## src/rtl/dm_bridge_pkg.sv

```systemverilog
// Shared definitions for the data-memory bridge: FSM encoding, timeout
// defaults and the read data returned when the memory never answers.
package dm_bridge_pkg;

  typedef enum logic [1:0] {
    IDLE = 2'd0,
    REQ  = 2'd1,
    DONE = 2'd2
  } state_t;

  localparam int DEFAULT_TIMEOUT = 15;

  localparam int WAIT_W = 8;

  localparam logic [31:0] TIMEOUT_RDATA = 32'h0000_0000;

endpackage

```

## src/rtl/dm_bridge_timer.sv

```systemverilog
// Wait-cycle counter for the REQ state. It flags expiry during the last REQ
// cycle the memory is allowed, so the bridge can give up on that same edge.
module dm_bridge_timer #(
  parameter int TIMEOUT = dm_bridge_pkg::DEFAULT_TIMEOUT
) (
  input  logic clk,
  input  logic rst,
  input  logic clear,
  input  logic enable,
  output logic expired
);
  import dm_bridge_pkg::*;

  localparam logic [WAIT_W-1:0] LAST = WAIT_W'(TIMEOUT - 1);

  logic [WAIT_W-1:0] count;

  // Count un-acknowledged REQ cycles; cleared when a new access is accepted.
  always_ff @(posedge clk or negedge rst) begin
    if (!rst) begin
      count <= '0;
    end else if (clear) begin
      count <= '0;
    end else if (enable) begin
      count <= count + WAIT_W'(1);
    end
  end

  assign expired = (count == LAST);

endmodule

```

## src/rtl/dm_bridge.sv

```systemverilog
// Bridge between the core's data-memory strobes and a single-request memory
// port with a one-cycle ack. Accesses are latched, issued, and completed via
// IDLE -> REQ -> DONE; a missing ack or a read/write conflict raises a sticky
// bus_error.
module dm_bridge #(
  parameter int TIMEOUT = dm_bridge_pkg::DEFAULT_TIMEOUT
) (
  input  logic        clk,
  input  logic        rst,
  input  logic        DM_enable,
  input  logic        DM_read,
  input  logic        DM_write,
  input  logic [11:0] DM_address,
  input  logic [31:0] DM_in,
  output logic [31:0] DM_out,
  output logic        DM_stall,
  output logic        mem_req,
  output logic        mem_we,
  output logic [11:0] mem_addr,
  output logic [31:0] mem_wdata,
  input  logic [31:0] mem_rdata,
  input  logic        mem_ack,
  output logic        bus_error
);
  import dm_bridge_pkg::*;

  state_t state;
  state_t state_next;

  logic valid_access;
  logic conflict;
  logic accept;
  logic ack_hit;
  logic timeout_hit;
  logic wait_tick;
  logic expired;

  assign valid_access = DM_enable & (DM_read ^ DM_write);
  assign accept       = (state == IDLE) & valid_access;
  assign conflict     = (state == IDLE) & DM_enable & DM_read & DM_write;
  assign ack_hit      = (state == REQ) & mem_ack;
  assign wait_tick    = (state == REQ) & ~mem_ack;
  assign timeout_hit  = wait_tick & expired;

  assign mem_req  = (state == REQ);
  assign DM_stall = (state == REQ) | accept;

  dm_bridge_timer #(
    .TIMEOUT(TIMEOUT)
  ) u_timer (
    .clk     (clk),
    .rst     (rst),
    .clear   (accept),
    .enable  (wait_tick),
    .expired (expired)
  );

  // State register.
  always_ff @(posedge clk or negedge rst) begin
    if (!rst) begin
      state <= IDLE;
    end else begin
      state <= state_next;
    end
  end

  // Next-state logic; an ack in the last allowed cycle beats the timeout.
  always_comb begin
    state_next = state;
    case (state)
      IDLE: begin
        if (accept) begin
          state_next = REQ;
        end
      end
      REQ: begin
        if (ack_hit || timeout_hit) begin
          state_next = DONE;
        end
      end
      DONE: begin
        state_next = IDLE;
      end
      default: begin
        state_next = IDLE;
      end
    endcase
  end

  // Request latches, read-data register and sticky error flag.
  always_ff @(posedge clk or negedge rst) begin
    if (!rst) begin
      mem_we    <= 1'b0;
      mem_addr  <= '0;
      mem_wdata <= '0;
      DM_out    <= '0;
      bus_error <= 1'b0;
    end else begin
      if (accept) begin
        mem_we    <= DM_write;
        mem_addr  <= DM_address;
        mem_wdata <= DM_in;
      end
      if (ack_hit && !mem_we) begin
        DM_out <= mem_rdata;
      end else if (timeout_hit && !mem_we) begin
        DM_out <= TIMEOUT_RDATA;
      end
      if (conflict || timeout_hit) begin
        bus_error <= 1'b1;
      end
    end
  end

endmodule

```

## config.mk

```make
export PLATFORM = sky130hd
export DESIGN_NAME = dm_bridge
export DESIGN_NICKNAME = d
export VERILOG_FILES = /design/src/rtl/dm_bridge_pkg.sv /design/src/rtl/dm_bridge_timer.sv /design/src/rtl/dm_bridge.sv
export SDC_FILE = /design/constraint.sdc
export NUM_CORES = 1
export LEC_CHECK = 0
export ABC_AREA = 1
export CORE_MARGIN = 4
export CORE_UTILIZATION = 45
export CTS_CLUSTER_DIAMETER = 30
export DETAILED_ROUTE_END_ITERATION = 10
export PLACE_DENSITY = 0.85
export SYNTH_ARGS = -nofsm -noshare
export SYNTH_HDL_FRONTEND = slang
export SYNTH_HIERARCHICAL = 1
export SYNTH_SLANG_ARGS = --single-unit
```

## constraint.sdc

```tcl
create_clock -name clk -period 4.3 [get_ports clk]
set_clock_uncertainty 0.05 [all_clocks]
set_input_delay 1.29 -clock clk [delete_from_list [all_inputs] [get_ports clk]]
set_output_delay 1.29 -clock clk [all_outputs]
set_load 0.005 [all_outputs]
```

## Word-level counts from Yosys, hierarchy flattened

Index checks and enable logic that the tools add are counted.

- Muxes and demuxes: 7
- Bitwise gates (word level): 11
- Eq/ne operators: 4
- Add/sub/neg operators: 1
- Reductions and logical operators: 9

Operators with widths:

| kind | number |
|---|---|
| $mux 32 | 2 |
| $mux 8 | 2 |
| $add 8x1->8 const B | 1 |
| $and 1x1->1 | 8 |
| $eq 8x4->1 const B | 1 |
| $mux 2 | 2 |
| $pmux 2 s2 | 1 |
| $reduce_bool 2->1 | 2 |
| $eq 2x1->1 const B | 1 |
| $logic_and 1x1->1 | 2 |
| $logic_not 2->1 | 1 |
| $logic_or 1x1->1 | 2 |
| $ne 2x1->1 const B | 1 |
| $ne 2x2->1 const B | 1 |
| $reduce_and 2->1 | 1 |
| $logic_not 1->1 | 1 |
| $not 1->1 | 1 |
| $or 1x1->1 | 1 |
| $xor 1x1->1 | 1 |

- Word-level logic and storage cells: 39
- Output and inout port bits: 80
- Bits in registers: 88

## Logic depth before layout (Yosys ltp)

Gate-level depths: netlist (run 1).

- Depth after elaboration: 6
- Mapped depth: 13

## Cells and area by module

Netlist (run 1), hierarchy kept.

Modules (own cells, without submodules):

| module | times used | sequential area each (sq um) | cells each | area each (sq um) |
|---|---|---|---|---|
| dm_bridge | 1 | 2001.9 | 356 | 3193.1 |
| dm_bridge_timer | 1 | 200.2 | 59 | 447.9 |

## Worst setup path after synthesis (run 1)

Ideal clock, no wire load.

- Path type: in2out
- Start: in DM_write
- End: out DM_stall
- Arrival: 1.931 ns
- Slack: 1.029 ns
- Cell stages on the path: 6
- Required time: 2.960 ns
- Cells stage by stage: nor2_2 nor2_8 nand2_2 buf_6 buf_6 nand2_1

- Longest elaborated chain between the ends: 4

Ends and longest elaborated chain:

| item | line | RTL |
|---|---|---|
| start: declaration | dm_bridge.sv:12 | `input logic DM_write,` |
| $xor 1x1->1 | dm_bridge.sv:38 | `assign valid_access = DM_enable & (DM_read ^ DM_write);` |
| $and 1x1->1 | dm_bridge.sv:38 |  |
| $and 1x1->1 | dm_bridge.sv:39 | `assign accept = (state == IDLE) & valid_access;` |
| $or 1x1->1 | dm_bridge.sv:46 | `assign DM_stall = (state == REQ) \| accept;` |
| end: declaration | dm_bridge.sv:16 | `output logic DM_stall,` |

No other way between the ends.

## Worst setup path after layout (run 1)

Ends and elaborated chain as after synthesis.

==> impl_results.md, run 1 <==
- Status: finished clean
- Drc violations: 0
- Die area: 9590 sq um
- Setup TNS: 0 ns
- Post-CTS Resized: 0
- Vias in the first global route: ~3200
- First-pass GRT wire length: 15.1 mm
- Critical Path RT: 2.96 ns
- Sink Count: 88
- Period utilization: 0.939
- Port Buf Inserts: approximately 160
- Critical path type: in -> out
- MaxCap Viol Count: 0
- CP Cell Sequence: clkdlybuf4s50_1 -> nor2_2 -> nor2_8 -> nand2_2 -> nand2_1 -> clkdlybuf4s50_1
- CP Max Fanout: 3
- Final hold viol count: 0
- Power, Total: 3.47 mW
- Critical path's top delay family: buffers and inverters
- Pleak: between 2 and 3 nW
- Layout Utilization: 0.707
- Hold_buf cts: 0
- Tmin final: 4.04 ns
- Syn. warnings: 6
- CP arrival: roughly 2.7 ns
- HPWL Detailed: 6.85 mm
- Max-Slew Margin vs Limit: 0.285
- Placement Rows: 32
- Register bit count reported by yosys: between 80 and 90
- Worst min path class: reg -> reg
- Fin nets: 656
- Wirelength per Cell: 13.8 um
- Initial antenna violation count: 0
- Layout area overhead: 51.6%
- Router iterations before antenna repair: 4
- Most common cell after layout, fill and taps aside: nand2_1
- Pin count of the biggest net entering global routing: 89
- Worst Max-Slew Pin Slew: ~1.1 ns
- Final Slew Violations: 0
- DR iter-0 viols: 116
- WHS: 0.424 ns
- I/O pins: 162
- Die width: 98.0 um
- Placer congestion estimate: 0.821
- H-tree depth: 3
- Total CTS buffers: 9
- Grt total ovfl: 0
- Vert. Die Dim: 98.0 um
- Post-Syn Nets: between 400 and 500
- Vias: 3222
- Worst setup SP type: input pin
- Core Footprint: 7810 sq um
- Most used cell, CP: clkdlybuf4s50_1
- Post-synthesis instance area: 3640 sq um
- CTS tree: yes
- Antenna diode count: 0
- Seq/Total Area, Yosys: 0.605
- Largest stage delay, worst path: 0.54 ns
- RSZ-0062 raised after global routing: no
- Distinct cells, synth: 22
- Post-CTS setup buffer count: 0
- Worst-Skew Late Latency: 0.34 ns
- Final setup fails: 0
- CTS root buf: clkbuf_8
- CP Capture Type: output port
- Fraction of layout cells with a size suffix above 1: 0.0624
- Via density per instance: 4.75
- Highest clock rate: approximately 0.25 GHz
- IR Drop Worst-Case VDD: 338 uV
- Effective utilization at floorplan: 0.466
- Max Root-Sink Buffers: 2
- Gr usage total: 0.194
- Pwr/cell area: 629 nW/um^2
- Antenna-violating nets left: 0
- Average footprint of a synthesized cell: a little under 9 sq um
- Most frequent cells in the layout: 207 x nand2_1, 160 x clkdlybuf4s50_1, 88 x dfrtp_1
- Clock transition at the registers of the reported paths: 0.08 ns
- CP Buf/Inv Count: 2
- Final wirelength: 9.40 mm
- Slowest-stage cell, CP: clkdlybuf4s50_1
- Cells after Synth: 415
cell type report:
type | instances | area (sq um)
fillers | 607 | 2290
flip-flops and latches | 88 | 2200
repair buffers | 166 | 1650
multi-input cells | 290 | 1250
clock buffers | 12 | 155
well taps | 102 | 128
clock inverters | 4 | 76.3
inverters | 17 | 63.8
metal layers:
metal / wire length, um / up-vias / track usage
met5: 0 / - / 0
met4: 118 / 0 / 0.0596
met3: 1140 / 12 / 0.0750
met2: 4220 / 151 / 0.297
met1: 3920 / 1452 / 0.256
li1: - / 1607 / -
final timing paths:
kind                            slack, ns               end  cells after the start    startpoint
max in group asynchronous            2.43     mem_wdata[26]                      1           rst
worst min-delay path                 0.42      mem_wdata[4]                      2  mem_wdata[4]
min in group asynchronous            1.10         DM_out[2]                      1           rst
worst max register to register       2.35  u_timer/count[7]                     12      state[1]
worst max-delay path                 0.26          DM_stall                      6      DM_write
worst min register to register       0.42      mem_wdata[4]                      2  mem_wdata[4]
flip-flops by register name (all words and copies together), names as in the netlist:
register / count
DM_out: 32
mem_wdata: 32
mem_addr: 12
u_timer/count: 8
state: 2
bus_error: 1
mem_we: 1
synth_stat cells, drive strengths merged:
cell type,number,area [sq um]
a21oi,6,30.0
o211ai,1,7.51
nor4,1,6.26
ha,2,25.0
nand3,49,250
o21ai,4,20.0
dfrtp,88,2200
nor2,16,91.3
nor3,1,10.0
nand2,208,783
inv,17,63.8
buf,20,139
nand4,2,12.5
worst reg2reg max path: stages (launching register included):
cell	delay, ns
dfrtp_1	0.37
inv_2	0.04
nand2_1	0.13
nor2_4	0.05
nand2_2	0.09
buf_4	0.41
inv_1	0.15
nor2_2	0.24
nor2_4	0.07
nand3_1	0.09
nand2_1	0.06
nand2_1	0.06
nor2_1	0.04
cell families after synthesis:
family	synth area share
AND/OR/NAND/NOR	0.317
flip-flops	0.605
AO/OA/AOI/OAI	0.0158
adder cells (fa/ha/maj)	0.00687
buffers and inverters	0.0557
per-stage QoR:
stage	area, sq um	cells	worst slack, ns
finish	5520	679	0.262
detailed placement	5290	663	0.268
floorplan	3640	415	1.03
global placement	5290	663	0.305
CTS	5520	679	0.267
global route	5520	679	0.210
report_power, final:
part           switching [mW]  internal (mW)  total, mW
Combinational           0.608          0.830       1.44
Clock                   0.276          0.360      0.636
Sequential              0.209           1.19       1.40
Power figures use the tool's default switching activity.
==> inputs of run 2 (changes only) <==
--- a/config.mk
+++ b/config.mk
@@ -5,13 +5,12 @@
 export SDC_FILE = /design/constraint.sdc
 export NUM_CORES = 1
 export LEC_CHECK = 0
-export ABC_AREA = 1
+export ABC_AREA = 0
 export CORE_MARGIN = 4
 export CORE_UTILIZATION = 45
 export CTS_CLUSTER_DIAMETER = 30
 export DETAILED_ROUTE_END_ITERATION = 10
-export PLACE_DENSITY = 0.85
+export PLACE_DENSITY = 0.86
 export SYNTH_ARGS = -nofsm -noshare
 export SYNTH_HDL_FRONTEND = slang
-export SYNTH_HIERARCHICAL = 1
 export SYNTH_SLANG_ARGS = --single-unit
==> run 2 against run 1 <==
Effect of this change:
- synthesized cell count decreased by 35%
- die area shrank 1.0%
- sequential share of layout area grew 0.15 points
- count of clock-buffer cells in the layout fell by 3
- critical path type unchanged
- highest routed layer unchanged
==> impl_results.md, run 2 <==
- Wirelength per Cell: 16.7 um (was 13.8 um)
- Initial antenna violation count: 0 (unchanged)
- Layout area overhead: 52.8% (was 51.6%)
- CTS tree: yes (unchanged)
- CP Buf/Inv Count: 2 (unchanged)
- Worst min path class: reg -> reg (unchanged)
- Syn. warnings: 0 (was 6)
- CP arrival: 2.77 ns (was 2.70 ns)
- Multi-input logic area: 1290 sq um (was 1250 sq um)
- Die area: 9490 sq um (was 9590 sq um)
- Power, Total: 3.09 mW (was 3.47 mW)
- Vert. Die Dim: 97.4 um (was 98.0 um)
- Largest stage delay, worst path: 0.44 ns (was 0.54 ns)
- EDFF count, synth: 0 (unchanged)
- Internal: 2.22 mW (was 2.38 mW)
- # fillers: 543 (was 607)
- Final setup fails: 0 (unchanged)
- Slowest-stage cell, CP: clkdlybuf4s50_1 (unchanged)
- Worst setup SP type: input pin (unchanged)
- Placement Rows: 32 (unchanged)
- Distinct cells, synth: 34 (was 22)
- Commonest cells in the netlist: 88 x dfrtp_1, 45 x mux2_2, 39 x nand2_1, 28 x o2bb2ai_1 (was 207 x nand2_1, 88 x dfrtp_1, 48 x nand3_1, 11 x inv_1, 11 x nor2_1)
- Post-synth top area cell: dfrtp_1 (unchanged)
- Drc violations: 0 (unchanged)
- Worst Max-Slew Pin Slew: 1.08 ns (was 1.07 ns)
- IR Drop Worst-Case VDD: 293 uV (was 338 uV)
- Gr busiest metal: met2 (unchanged)
- WHS: 0.444 ns (was 0.424 ns)
- Sink Count: 88 (unchanged)
- Most frequent cells in the layout: 159 x clkdlybuf4s50_1, 88 x dfrtp_1, 45 x mux2_2 (was 207 x nand2_1, 160 x clkdlybuf4s50_1, 88 x dfrtp_1)
- Worst-Skew Late Latency: 0.35 ns (was 0.34 ns)
- Via density per instance: 5.08 (was 4.75)
- Vias in the first global route: 2910 (was 3190)
- Core Footprint: 7770 sq um (was 7810 sq um)
- Critical Path RT: 2.96 ns (about the same)
- Seq/Total Area, Yosys: 0.612 (was 0.605)
- Port Buf Inserts: 161 (unchanged)
- Sw Pwr: 0.866 mW (was 1.09 mW)
- Fin nets: 513 (was 656)
- Clk pwr share: 0.189 (was 0.183)
- Highest clock rate: 0.243 GHz (was 0.248 GHz)
- Post-synthesis instance area: 3600 sq um (was 3640 sq um)
- CP Cell Sequence: clkdlybuf4s50_1 -> or3b_1 -> or2_2 -> nand2_1 -> dlygate4sd2_1 (was clkdlybuf4s50_1 -> nor2_2 -> nor2_8 -> nand2_2 -> nand2_1 -> clkdlybuf4s50_1)
- Average footprint of a synthesized cell: 13.4 sq um (was 8.77 sq um)
- Final hold viol count: 0 (unchanged)
- Gr usage total: 0.194 (about the same)
- Max-Slew Margin vs Limit: 0.281 (was 0.285)
- Router iterations before antenna repair: 4 (unchanged)
- Critical path's top delay family: simple AND/OR/NAND/NOR gates (was buffers and inverters)
- Gate power share: 0.387 (was 0.415)
- I/O pins: 162 (unchanged)
- CTS root buf: clkbuf_8 (unchanged)
- Met3 global-route usage: 0.0696 (was 0.0750)
- Pin count of the biggest net entering global routing: 89 (unchanged)
- HPWL Detailed: 6.49 mm (was 6.85 mm)
- Final Slew Violations: 0 (unchanged)
- Tmin final: 4.11 ns (was 4.04 ns)
- Cells after Synth: 268 (was 415)
- Pleak: 2.26 nW (was 2.70 nW)
- Total CTS buffers: 9 (unchanged)
- Most common cell after layout, fill and taps aside: clkdlybuf4s50_1 (was nand2_1)
- Pwr/cell area: 561 nW/um^2 (was 629 nW/um^2)
- RSZ-0062 raised after global routing: no (unchanged)
- Count leader, synth: dfrtp_1 (was nand2_1)
- Critical path type: in -> out (unchanged)
- FF/Latch Area: 2200 sq um (unchanged)
- Max Root-Sink Buffers: 2 (unchanged)
- Period utilization: 0.956 (was 0.939)
- Synth area leaders: dfrtp_1 61%, mux2_2 14%, o2bb2ai_1 6.8% (was dfrtp_1 60%, nand2_1 21%, nand3_1 6.6%)
- Met1 Use GR: 0.243 (was 0.256)
- Vias: 2725 (was 3222)
- Effective utilization at floorplan: 0.463 (was 0.466)
- Register bit count reported by yosys: 88 (unchanged)
- Antenna-violating nets left: 0 (unchanged)
- Biggest regs: DM_out (32), mem_wdata (32), mem_addr (12) (unchanged)
- Fraction of layout cells with a size suffix above 1: 0.177 (was 0.0624)
- Antenna diode count: 0 (unchanged)
- DR iter-0 viols: 86 (was 116)
- Most used DFF post-synth: dfrtp_1 (unchanged)
- Placer congestion estimate: 0.881 (was 0.821)
- Die width: 97.4 um (was 98.0 um)
- H-tree depth: 3 (unchanged)
- Post-Syn Nets: 352 (was 499)
- MaxCap Viol Count: 0 (unchanged)
- CP Capture Type: output port (unchanged)
- Switching fraction of total power: 0.281 (was 0.315)
- Post-synth top area share: 0.612 (was 0.605)
- Grt total ovfl: 0 (unchanged)
- First-pass GRT wire length: 14.8 mm (was 15.1 mm)
- Status: finished clean (unchanged)
- Clock transition at the registers of the reported paths: 0.09 ns (was 0.08 ns)
- Hold_buf cts: 0 (unchanged)
- Sequential cell fraction of total power: 0.424 (was 0.402)
- Final wirelength: 8.94 mm (was 9.40 mm)
- CP Max Fanout: 2 (was 3)
- Met2 GRT Util: 0.315 (was 0.297)
- Asr flop ratio synth: 1.00 (unchanged)
run 2: final cells by class:
class,count,share of cell area
Tap cell,102,0.0232
Multi-Input combinational cell,160,0.235
Sequential cell,88,0.400
Inverter,3,0.00205
Clock buffer,9,0.0225
Clock inverter,7,0.0146
Timing Repair Buffer,167,0.303
run 2: per-stage QoR:
step	utilization	std cells	area, sq um	worst slack, ns	setup TNS, ns
final	0.708	536	5500	0.189	0
after global routing	0.708	536	5500	0.137	0
after CTS	0.708	536	5500	0.185	0
after detailed placement	0.682	520	5300	-0.0510	-0.0510
after global placement	0.682	520	5300	-0.0487	-0.0487
after floorplan	-	268	3600	0.898	0
run 2: power by group through the flow:
stage	logic [mW]	clock network, mW	registers, mW
finish	1.19	0.583	1.31
global route	1.30	0.640	1.35
CTS	1.22	0.594	1.31
detailed placement	1.22	0	1.33
global placement	1.18	0	1.31
floorplan	0.378	0	1.34
run 2: worst paths after layout:
path / start / to / slack, ns / cells after the start
setup / recovery: DM_enable / DM_stall / 0.19 / 5
hold / removal: bus_error / bus_error / 0.44 / 1
setup reg to reg: state[0] / mem_wdata[7] / 2.14 / 5
hold reg to reg: bus_error / bus_error / 0.44 / 1
max in group asynchronous: rst / DM_out[26] / 2.43 / 1
min in group asynchronous: rst / mem_wdata[31] / 1.08 / 1
run 2: what timing repair did:
action                     in CTS  in global routing
resized for setup               1                  0
setup endpoints to repair       1                  0
buffers inserted                0                  0
run 2: cell families after synthesis:
logic type / share of synthesized area
flip-flops: 0.612
AND/OR/NAND/NOR: 0.0942
XOR/XNOR: 0.00243
multiplexers: 0.144
buffers and inverters: 0.0327
AO/OA/AOI/OAI: 0.108
adder cells (fa/ha/maj): 0.00695
run 2: layer usage:
layer  up-vias  part of all wire
met1      1319              0.42
met2       109              0.49
met5         -                 0
met4         0             0.014
li1       1284                 -
met3        13             0.077
==> RTL edit 1 (flow settings as in run 2) <==
Set the package constant `WAIT_W` to 7 (it was 8).
--- a/src/rtl/dm_bridge_pkg.sv
+++ b/src/rtl/dm_bridge_pkg.sv
@@ -10,7 +10,7 @@
 
   localparam int DEFAULT_TIMEOUT = 15;
 
-  localparam int WAIT_W = 8;
+  localparam int WAIT_W = 7;
 
   localparam logic [31:0] TIMEOUT_RDATA = 32'h0000_0000;
 
Formal check against the unedited RTL: same outputs for any inputs over 10 cycles, from zero or initial values and one cycle with rst low; that may be too few to reach the edited logic, so the function may still have changed.
==> RTL edit 1 against run 2 <==
Design area down 2.3%; area after synthesis fell by 3.6%; non-clock buffer count shrank 2; combinational power shrank 4%; sequential cell count down 1; worst setup slack worse by 53 ps; wire length rose by 0.49%; via count increased by 1.6%; core utilization is 2.1 points higher; count of clock-buffer cells in the layout increased by 2; power is 3.2% lower.
==> RTL edit 1: results (changes against run 2) <==
initial antenna violation count 0 (unchanged); synth warn 0 (unchanged); Clock Tree Buf Depth 2 (unchanged); syn avg cell area 12.0 um2 (-11%); DP HPWL 6720 um (+3.6%); largest net degree at the start of global routing 88 (-1.1%); total grt overflow 0 (unchanged); RD Place Congestion 0.755 (-14%); CTS root buf clkbuf_8; cts bufs inserted 9 (unchanged); top cells by area, synth dfrtp_1 63%, mux2_1 15%, nand2_1 7.4%; Cell Count Post-Placement 537 (+3.3%); top flop regs DM_out x32, mem_wdata x32, mem_addr x12; ant diodes 0 (unchanged); Syn Nets 374 (+6.3%); post-CTS setup buffer count 0 (unchanged); # nets final 533 (+3.9%); ys async rst share 100% (unchanged); R2R Setup Slk 2230 ps (+90 ps); Port Buf Inserts 161 (unchanged); vias in the first global route 2,757 (-5.3%); Crit path arrival time 2820 ps (+50 ps); H-Tree Depth 3 (unchanged); global-route wire length before repair 13,900 um (-5.7%); non-filler cells, final 553 (+3.2%); post-CTS sizing 0 (-1); Worst Path Max Fanout 3 (+1); total track usage 19.9% (+0.46 points); maximum VDD drop 0.324 mV (+11%); Seq/Total Area, Yosys 62.8% (+1.6 points); Leak 2.23 nW (-0.98%); measured slew at the worst slew-check pin 1050 ps (-25.4 ps); Distinct cells, synth 29 (-15%); Hold-fix buffers, CTS 0 (unchanged); worst hold slack 442 ps (-1.94 ps); Hold Path Class reg -> reg; worst skew pair latency roughly 340 ps; DR vias/cell 5.01 (-1.5%); fillers 526 (-3.1%); status complete, no violations; Post-synth top cells 87 x dfrtp_1, 68 x nand2_1, 45 x mux2_1, 32 x o21ai_1, 11 x clkbuf_1; initial detailed-routing violation count 105 (+22%); clock-pin slew on the worst setup and hold paths about 80 ps; drt pass-1 iters 4 (unchanged); routed wire length 8980 um (+0.49%); ratio of cells with drive above 1 in the final layout 5.29% (-12 points); max incr delay on CP 460 ps (+20 ps); slowest CP cell clkdlybuf4s50_1
==> RTL edit 1: cell count changes after synthesis, moves of 5 or more <==
cell              run 2  this run
mux2_1                0        45
mux2_2               45         0
o21ai_1               0        32
nand2_1              39        68
o2bb2ai_1            28         0
clkbuf_1              6        11
==> RTL edit 1: final cells by class <==
class                   count  share of cell area, %
flip-flops and latches     87                   40.5
repair buffers            165                   30.5
multi-input cells         184                   23.1
clock buffers              11                   2.63
well taps                  99                   2.31
clock inverters             5                  0.769
inverters                   2                  0.140
==> RTL edit 1: cells by family (layout without fill, tap and decap cells) <==
family / after synthesis / in the layout / share of synthesized area [%]
mux: 45 / 45 / 14.6
xor+xnor: 2 / 2 / 0.505
flops: 87 / 87 / 62.8
fa+ha+maj: 2 / 2 / 0.721
simple gates: 89 / 89 / 12.1
compound gates: 46 / 46 / 7.03
buf+inv: 19 / 183 / 2.27
==> RTL edit 1: worst max-delay path, delay by kind of cell <==
family	cells	cell delay, ps
buffers and inverters	2	910
AND/OR/NAND/NOR	2	450
XOR/XNOR	1	170
==> RTL edit 1: worst paths after layout <==
path,start,end,depth (start not counted)
min,mem_addr[4],mem_addr[4],1
min reg2reg,mem_addr[4],mem_addr[4],1
max,DM_write,DM_stall,5
max reg2reg,state[1],mem_wdata[17],4
max in group asynchronous,rst,mem_wdata[29],1
min in group asynchronous,rst,DM_out[6],1
==> RTL edit 1: metal layers <==
layer  GRT usage [%]  wire length, um  part of all wire [%]
met5               0                0                     0
met4            3.91               55                  0.61
met3            9.15             1060                    12
met2            28.7             3830                    43
met1            27.8             4040                    45
==> RTL edit 1: report_power, final <==
| group | total [W] | internal (W) | switching [W] |
|---|---|---|---|
| Sequential | 0.00132 | 0.00114 | 0.000186 |
| Clock | 0.000519 | 0.000230 | 0.000289 |
| Combinational | 0.00114 | 0.000759 | 0.000385 |
| Total | 0.00299 | 0.00213 | 0.000860 |
==> RTL edit 1: per-stage QoR <==
| stage | setup WS [ps] | utilization (%) | cell area, um2 |
|---|---|---|---|
| final | 136 | 72.9 | 5370 |
| after CTS | 97.4 | 72.8 | 5370 |
| after detailed placement | 113 | 70.4 | 5180 |
| after global routing | 88.7 | 72.9 | 5370 |
| after global placement | 167 | 70.4 | 5180 |
| after floorplan | 863 | - | 3470 |
==> RTL edit 2 (config.mk and constraints of run 2) <==
Without the edit above. Make the reset (`rst`) synchronous in 3 clocked blocks.
--- a/src/rtl/dm_bridge_timer.sv
+++ b/src/rtl/dm_bridge_timer.sv
@@ -16,7 +16,7 @@
   logic [WAIT_W-1:0] count;
 
   // Count un-acknowledged REQ cycles; cleared when a new access is accepted.
-  always_ff @(posedge clk or negedge rst) begin
+  always_ff @(posedge clk) begin
     if (!rst) begin
       count <= '0;
     end else if (clear) begin
--- a/src/rtl/dm_bridge.sv
+++ b/src/rtl/dm_bridge.sv
@@ -56,7 +56,7 @@
   );
 
   // State register.
-  always_ff @(posedge clk or negedge rst) begin
+  always_ff @(posedge clk) begin
     if (!rst) begin
       state <= IDLE;
     end else begin
@@ -88,7 +88,7 @@
   end
 
   // Request latches, read-data register and sticky error flag.
-  always_ff @(posedge clk or negedge rst) begin
+  always_ff @(posedge clk) begin
     if (!rst) begin
       mem_we    <= 1'b0;
       mem_addr  <= '0;
Check against the original RTL: differs if rst is asserted again (counterexample within 4 cycles, from zero or initial values and one cycle with rst low); with rst held inactive, the same outputs for 10 cycles.
==> RTL edit 2 against run 2 <==
Sequential share of layout area decreased by 9.0 points; wire length is 27% higher; design area rose by 3.2%; hold slack got worse by 17 ps; sequential cell count unchanged; global-route usage rose by 2.6 points; count of clock-buffer cells in the layout increased by 5; first-iteration DRC count increased by 110%; worst setup slack improved by 12 ps; area after synthesis rose by 7.6%; register-to-register slack lost 110 ps; critical endpoint unchanged; largest cell class is now multi-input gates.
Power is not compared: it rests on default switching activity, and its combinational part moved more than twofold at a synthesized area within 25%.
==> RTL edit 2: results (changes against run 2) <==
status complete, no violations; # nets final 637 (+24%); via count 3,620 (+33%); hold_sp mem_wdata[9]; area of placed instances 0.00549 mm2 (+3.7%); initial detailed-routing violation count 184 (+110%); RD Place Congestion 0.858 (-2.6%); reg2reg start state[0]; Distinct cells, synth 42 (+24%); total track usage 22.0% (+2.6 points); final worst slack 201 ps (+12.1 ps); Wirelength per Cell 17.2 um (+3.0%); R2R Setup Slk 2030 ps (-110 ps); FF-to-FF End DM_out[17]; syn avg cell area 9.38 um2 (-30%); Post-synth top cells 88 x dfxtp_1, 50 x o21ai_0, 45 x nand3_1, 32 x and2_1, 29 x a221o_1; max incr delay on CP 630 ps (+190 ps); largest net degree at the start of global routing 84 (-5.6%); Post-Synth Adder-Cell Area 0.646% (-0.049 points); drt pass-1 iters 4 (unchanged); CP startpoint DM_read; non-filler cells, final 663 (+24%); Seq/Total Area, Yosys 45.5% (-16 points); Hold Crit Depth 2 (+1); XOR/XNOR Fraction of Synth Area 1.10% (+0.85 points); Worst Path Max Fanout 3 (+1); post-CTS sizing 0 (-1); fillers 669 (+23%); Leak between 2 and 2.5 nW; measured slew at the worst slew-check pin 1160 ps (+79.8 ps); Cell Count Post-Placement 647 (+24%); ratio of cells with drive above 1 in the final layout 5.73% (-12 points); Crit path arrival time 2760 ps (about the same); Syn Nets 497 (+41%); Reg2Reg Depth 4 (-1); Compound-Gate Fraction of Synth Area 25.6% (+15 points); post-synthesis mux area share 0.258% (-14 points); worst hold slack 427 ps (-16.9 ps); hold path endpoint mem_wdata[9]; global-route wire length before repair 17,900 um (+22%)
## RTL edit 2: cell types whose count changed after synthesis, sizes merged, moves of 36 or more
| cell | change |
|---|---|
| a21boi | +47 |
| dfrtp | -88 |
| dfxtp | +88 |
| mux2 | -45 |
| nand2 | -36 |
| nand3 | +44 |
| o21ai | +46 |
## RTL edit 2: area by class of cell
type	count	area, um2	share of cell area, %
Multi-Input combinational cell	283	1920	33.9
Sequential cell	88	1760	31.0
Timing Repair Buffer	169	1670	29.4
Clock buffer	14	173	3.04
Tap cell	105	131	2.31
Clock inverter	2	12.5	0.220
Inverter	2	7.51	0.132
## RTL edit 2: routing by layer
layer  vias to the layer above  track usage (%)  wire length [um]
li1                       1772                -                 -
met1                      1695             27.0              4690
met2                       122             37.5              5680
met3                        31             2.98               585
met4                         0             11.2               442
met5                         -                0                 0
## RTL edit 2: critical path, delay by kind of cell
family                    cells  cell delay [ps]
xor gates and xnor gates      1              170
buffers and inverters         2             1140
and+or+nand+nor               2              160
